$ cat src/rtl/move_sched_pkg.sv
// Shared types and constants for the frame move scheduler.
package move_sched_pkg;

  typedef enum logic [2:0] {
    S_IDLE,
    S_ISSUE,
    S_WAIT_DONE,
    S_NEXT,
    S_PAUSED
  } sched_state_t;

  localparam int NUM_OBJ_DEFAULT = 4;
  localparam int TIMEOUT_DEFAULT = 1024;
  localparam int OVERRUN_W       = 8;
  localparam int FRAME_W         = 16;

  // Width needed to hold an index/count below n, never narrower than one bit.
  function automatic int idx_width(input int n);
    return (n > 2) ? $clog2(n) : 1;
  endfunction

endpackage

$ cat src/rtl/lowest_set_picker.sv
// Finds the lowest set bit of a mask; valid is low when the mask is empty.
module lowest_set_picker #(
  parameter int N = 4,
  parameter int W = 2
) (
  input  logic [N-1:0] mask,
  output logic [W-1:0] idx,
  output logic         valid
);

  // Scan from the top down so the lowest set bit is the last one written.
  always_comb begin
    idx   = '0;
    valid = 1'b0;
    for (int i = N - 1; i >= 0; i--) begin
      if (mask[i]) begin
        idx   = W'(i);
        valid = 1'b1;
      end
    end
  end

endmodule

$ cat src/rtl/frame_move_scheduler.sv
// Per-frame sequencer that grants position-update steps to enabled objects
// one at a time, waits for each to finish (with a timeout), and keeps
// frame and overrun statistics.
module frame_move_scheduler
  import move_sched_pkg::*;
#(
  parameter int NUM_OBJ        = NUM_OBJ_DEFAULT,
  parameter int TIMEOUT_CYCLES = TIMEOUT_DEFAULT
) (
  input  logic                          clk,
  input  logic                          resetN,
  input  logic                          startOfFrame,
  input  logic                          pause_req,
  input  logic [NUM_OBJ-1:0]            obj_enable,
  input  logic [NUM_OBJ-1:0]            obj_done,
  output logic [NUM_OBJ-1:0]            obj_go,
  output logic [idx_width(NUM_OBJ)-1:0] active_idx,
  output logic                          busy,
  output logic                          timeout_err,
  output logic [OVERRUN_W-1:0]          overrun_cnt,
  output logic [FRAME_W-1:0]            frame_cnt
);

  localparam int IDX_W = idx_width(NUM_OBJ);
  localparam int TO_W  = idx_width(TIMEOUT_CYCLES);

  sched_state_t state, next_state;

  logic [NUM_OBJ-1:0] pending;
  logic [NUM_OBJ-1:0] pick_mask;
  logic [IDX_W-1:0]   pick_idx;
  logic               pick_valid;
  logic [TO_W-1:0]    to_cnt;

  logic start_seq;
  logic timeout_hit;
  logic frame_end;
  logic overrun_hit;

  // In IDLE the next grant comes straight from the enables being latched;
  // otherwise it comes from what is still pending this frame.
  assign pick_mask = (state == S_IDLE) ? obj_enable : pending;

  lowest_set_picker #(
    .N (NUM_OBJ),
    .W (IDX_W)
  ) u_picker (
    .mask  (pick_mask),
    .idx   (pick_idx),
    .valid (pick_valid)
  );

  // State register.
  always_ff @(posedge clk or negedge resetN) begin
    if (!resetN) state <= S_IDLE;
    else         state <= next_state;
  end

  // Next-state logic plus the one-cycle event strobes that drive the datapath.
  always_comb begin
    next_state  = state;
    start_seq   = 1'b0;
    timeout_hit = 1'b0;
    frame_end   = 1'b0;
    overrun_hit = 1'b0;
    unique case (state)
      S_IDLE: begin
        if (pause_req) begin
          next_state = S_PAUSED;
        end else if (startOfFrame) begin
          start_seq = 1'b1;
          if (pick_valid) next_state = S_ISSUE;
          else            frame_end  = 1'b1;
        end
      end
      S_ISSUE: begin
        next_state = S_WAIT_DONE;
      end
      S_WAIT_DONE: begin
        // Done is checked first so it wins over a coincident timeout.
        if (obj_done[active_idx]) begin
          next_state = S_NEXT;
        end else if (to_cnt == TO_W'(TIMEOUT_CYCLES - 2)) begin
          timeout_hit = 1'b1;
          next_state  = S_NEXT;
        end
      end
      S_NEXT: begin
        if (pick_valid) begin
          next_state = S_ISSUE;
        end else begin
          next_state = S_IDLE;
          frame_end  = 1'b1;
        end
      end
      S_PAUSED: begin
        if (!pause_req) next_state = S_IDLE;
      end
      default: next_state = S_IDLE;
    endcase
    if (startOfFrame &&
        (state == S_ISSUE || state == S_WAIT_DONE || state == S_NEXT))
      overrun_hit = 1'b1;
  end

  // Outputs decoded purely from registered state.
  always_comb begin
    busy   = (state == S_ISSUE) || (state == S_WAIT_DONE) || (state == S_NEXT);
    obj_go = (state == S_ISSUE) ? (NUM_OBJ'(1) << active_idx) : '0;
  end

  // Pending mask, grant index, timeout counter and statistics.
  always_ff @(posedge clk or negedge resetN) begin
    if (!resetN) begin
      pending     <= '0;
      active_idx  <= '0;
      to_cnt      <= '0;
      timeout_err <= 1'b0;
      overrun_cnt <= '0;
      frame_cnt   <= '0;
    end else begin
      timeout_err <= timeout_hit;
      if (start_seq) pending <= obj_enable;
      if (state == S_ISSUE) begin
        pending <= pending & ~obj_go;
        to_cnt  <= '0;
      end
      if (state == S_WAIT_DONE) to_cnt <= to_cnt + TO_W'(1);
      if (next_state == S_ISSUE) active_idx <= pick_idx;
      if (frame_end) frame_cnt <= frame_cnt + FRAME_W'(1);
      if (overrun_hit && (overrun_cnt != '1))
        overrun_cnt <= overrun_cnt + OVERRUN_W'(1);
    end
  end

endmodule

$ cat config.mk
export PLATFORM = sky130hd
export DESIGN_NAME = frame_move_scheduler
export DESIGN_NICKNAME = d
export VERILOG_FILES = /design/src/rtl/move_sched_pkg.sv /design/src/rtl/lowest_set_picker.sv /design/src/rtl/frame_move_scheduler.sv
export SDC_FILE = /design/constraint.sdc
export NUM_CORES = 1
export LEC_CHECK = 0
export CAP_MARGIN = 20
export CORE_ASPECT_RATIO = 1.25
export CORE_MARGIN = 5
export CORE_UTILIZATION = 55
export DETAILED_ROUTE_END_ITERATION = 12
export PLACE_DENSITY = 0.84
export SLEW_MARGIN = 20
export SYNTH_ARGS = -nofsm -noshare
export SYNTH_HDL_FRONTEND = slang
export SYNTH_SLANG_ARGS = --single-unit
$ cat constraint.sdc
create_clock -name clk -period 5.7 [get_ports clk]
set_input_delay 1.14 -clock clk [delete_from_list [all_inputs] [get_ports clk]]
set_output_delay 1.14 -clock clk [all_outputs]
set_load 0.05 [all_outputs]
==> reports/summary.json <==
{
  "overflow": 0,
  "final_hold_violations": 0,
  "first_pass_grt_wire_length_um": 8110,
  "clk_transition_reported_paths_ns": 0.09,
  "rsz0062_at_grt": "false",
  "timing.fmax_ghz": 0.283,
  "post_synth_main_area_contributors": "dfrtp_1, xor2_1, nor3_1, o21ai_0, nand2_1",
  "cts_buffer_depth": 2,
  "io-pin-count": 44,
  "avgViaCountPerCell": 5.73,
  "muxShareOfSynthArea": 0.0264,
  "swShare": 0.452,
  "startpoint_type": "register",
  "slew_violations": 0,
  "pwr-share-comb": 0.414,
  "detailedRoute.firstIterationViolations": 105,
  "cts_setup_buffers": 0,
  "routed_wire_length_per_instance_um": 15.0,
  "dp.final_hpwl_um": 3400,
  "synth-compound-area-share": 0.0798,
  "drv_cap": 0,
  "start_util": 0.579,
  "cts_buf_count": 5,
  "cts_root_buffer": "clkbuf_8",
  "switchingPower_uw": 523,
  "worst_ep_required_time_ns": 4.56,
  "flow.area_growth_from_synthesis_pct": 24.0,
  "grt_max_degree": 45,
  "die-height_um": 81.1,
  "min_from": "frame_cnt[15]$_DFFE_PN0P_",
  "synth_nets": 237,
  "relative_slew_slack": 0.421,
  "synth_commonest_cells": "dfrtp_1, nand2_1, nor3_1, xor2_1, o21ai_0",
  "netlist_cell_types": 38,
  "vias_after_detailed_routing": 1817,
  "floorplan.rows": 25,
  "place.port_buffers": 43,
  "cts_tree": "built",
  "synth_warnings": 0,
  "post_synth_xor_area_fraction": 0.0865,
  "syn_area_um2": 2230,
  "r2r_startpoint": "state[1]$_DFF_PN0_",
  "clk_latency_ns": 0.31,
  "yosysTopAreaCell": "dfrtp_1",
  "worst_r2r_path_depth": 4,
  "area_of_the_die_um2": 5430,
  "post_cts.resized_instances": 0,
  "postSynth.topFlopCell": "dfrtp_1",
  "grt_pass1_vias": 1697,
  "rrSetupSlack_ns": 3.40,
  "critPathKind": "reg2out",
  "min_path_cells": 1,
  "critical_path.max_fanout": 10,
  "power-per-cell-area_nw_per_um2": 418,
  "worstMarginPinSlew_ns": 0.852,
  "fin_setup_tns_ns": 0,
  "endpoint_class_of_the_critical_path": "output port",
  "grtUsageTotal": 0.195,
  "final.hold.worst_slack_ns": 0.472,
  "synth-adder-area-share": 0.0225,
  "antenna_found_initial": 0,
  "antennaDiodeCount": 0,
  "min_path_type": "reg2reg",
  "ys_seq_area_frac": 0.494,
  "leakage_uw": 0.00120,
  "setup_violations": 0,
  "postRouteAntennaNets": 0,
  "worst_clock_skew_ns": 0.0148,
  "detailedPlace.worstSlack_ns": 2.44,
  "holdPathEnd": "frame_cnt[15]$_DFFE_PN0P_",
  "cts.sinks": 44,
  "htree_num_levels": 2,
  "nNetsFinal": 278,
  "syn_inst": 221,
  "rr_endpoint": "frame_cnt[1]$_DFFE_PN0P_",
  "yosys.area_share.simple": 0.262,
  "synth_async_sr_flop_share": 1.00,
  "gpl.final_weighted_congestion": 0.849,
  "largest_family_of_logic_cells_by_synthesized_area": "simple AND/OR/NAND/NOR gates",
  "avgSynthCellArea_um2": 10.1,
  "totalWireLength_um": 4740,
  "core_region_area_um2": 3850,
  "final.fill_count": 297,
  "final_layout_size_suffix_gt1_frac": 0.0646,
  "fin_crit_ns": 3.53,
  "synth-edff-count": 0,
  "setup_ws_ns": 2.17,
  "period_share": 0.620,
  "floorplan.die.width_um": 66.9,
  "ir_worst_vdd_v": 0.000339,
  "cts_hold_repair.buffers": 0,
  "drcViolationCount": 0,
  "yosys.cell_count.top_type": "dfrtp_1",
  "dp.cells": 309,
  "p_clk_frac": 0.173,
  "drt_first_pass_iters": 4,
  "intPower_uw": 633,
  "synth_top_area_frac": 0.494,
  "data_arrival_critical_path_ns": 2.39,
  "layout.cells.non_filler": 317,
  "synth-seq-cells": 44,
  "outcome": "completed",
  "share_seq_of_total_power": 0.412
}
[how the worst max path moves through the flow]
stage | start | to | slack (ns) | depth (start not counted)
floorplan | active_idx[0]$_DFFE_PN0N_ | obj_go[0] | 2.75 | 1
global placement | startOfFrame | frame_cnt[1]$_DFFE_PN0P_ | 2.49 | 5
detailed placement | startOfFrame | frame_cnt[1]$_DFFE_PN0P_ | 2.44 | 5
CTS | state[0]$_DFF_PN0_ | obj_go[3] | 2.21 | 3
global route | state[0]$_DFF_PN0_ | obj_go[1] | 2.03 | 4
finish | state[0]$_DFF_PN0_ | obj_go[1] | 2.17 | 4
[placed cells by master, fill, tap and decap left out, types with 2 or more instances in the layout]
cell             count
a31oi_1              2
and3_1               3
and4_1               3
clkbuf_8             5
clkdlybuf4s50_1     42
clkinvlp_4           2
dfrtp_1             44
ha_1                 4
inv_1                3
mux2_2               2
nand2_1             22
nand3_1             12
nand4_1             11
nor2_1               9
nor2b_1              3
nor3_1              21
nor3b_1              5
nor4_1               8
nor4b_2              2
o211ai_1             3
o21ai_0             17
o31ai_1              2
o32a_1               2
xor2_1              21
[layer usage]
metal / up-vias / share of wire / track usage
li1: 882 / - / -
met1: 876 / 0.43 / 0.245
met2: 51 / 0.50 / 0.329
met3: 8 / 0.053 / 0.0443
met4: 0 / 0.017 / 0.0669
met5: - / 0 / 0
[logic make-up after synthesis]
logic type / count (synthesis)
and+or+nand+nor: 106
DFF: 44
AOI/OAI and AO/OA: 29
xor gates and xnor gates: 22
buffers and inverters: 12
muxes: 4
adders and majority gates: 4
[worst max-delay path, cell delays in order, from the launching register on]
cell             delay [ns]
dfrtp_1                0.50
nor3b_1                0.51
nand2_1                0.10
nor2_1                 0.15
clkdlybuf4s50_1        0.84
[through the flow]
step	cell area (um^2)	util	total power, uW
final	2760	0.718	1160
after global routing	2760	0.718	1230
after CTS	2760	0.717	1160
after floorplan	2230	-	814
after global placement	2670	0.693	950
after detailed placement	2670	0.693	962
[layout make-up]
cell class,instances,area [um^2],share of cell area
clock inverter,3,23.8,0.00861
timing repair buffer,43,428,0.155
inverter,3,11.3,0.00408
multi-input combinational,165,1060,0.385
sequential,44,1100,0.399
clock buffer,5,68.8,0.0249
tap,54,67.6,0.0245
[flip-flops by register name, summed over array words and instances (netlist names)]
name and cells:
timeout_err 1, active_idx 2, pending 4, state 3, overrun_cnt 8, to_cnt 10, frame_cnt 16
[power by group through the flow]
stage | logic, uW | clock network, uW | registers [uW]
finish | 479 | 200 | 477
global route | 520 | 223 | 492
CTS | 483 | 206 | 474
detailed placement | 482 | 0 | 480
global placement | 473 | 0 | 477
floorplan | 243 | 0 | 571
No activity file was read; power rests on OpenSTA's default activity.
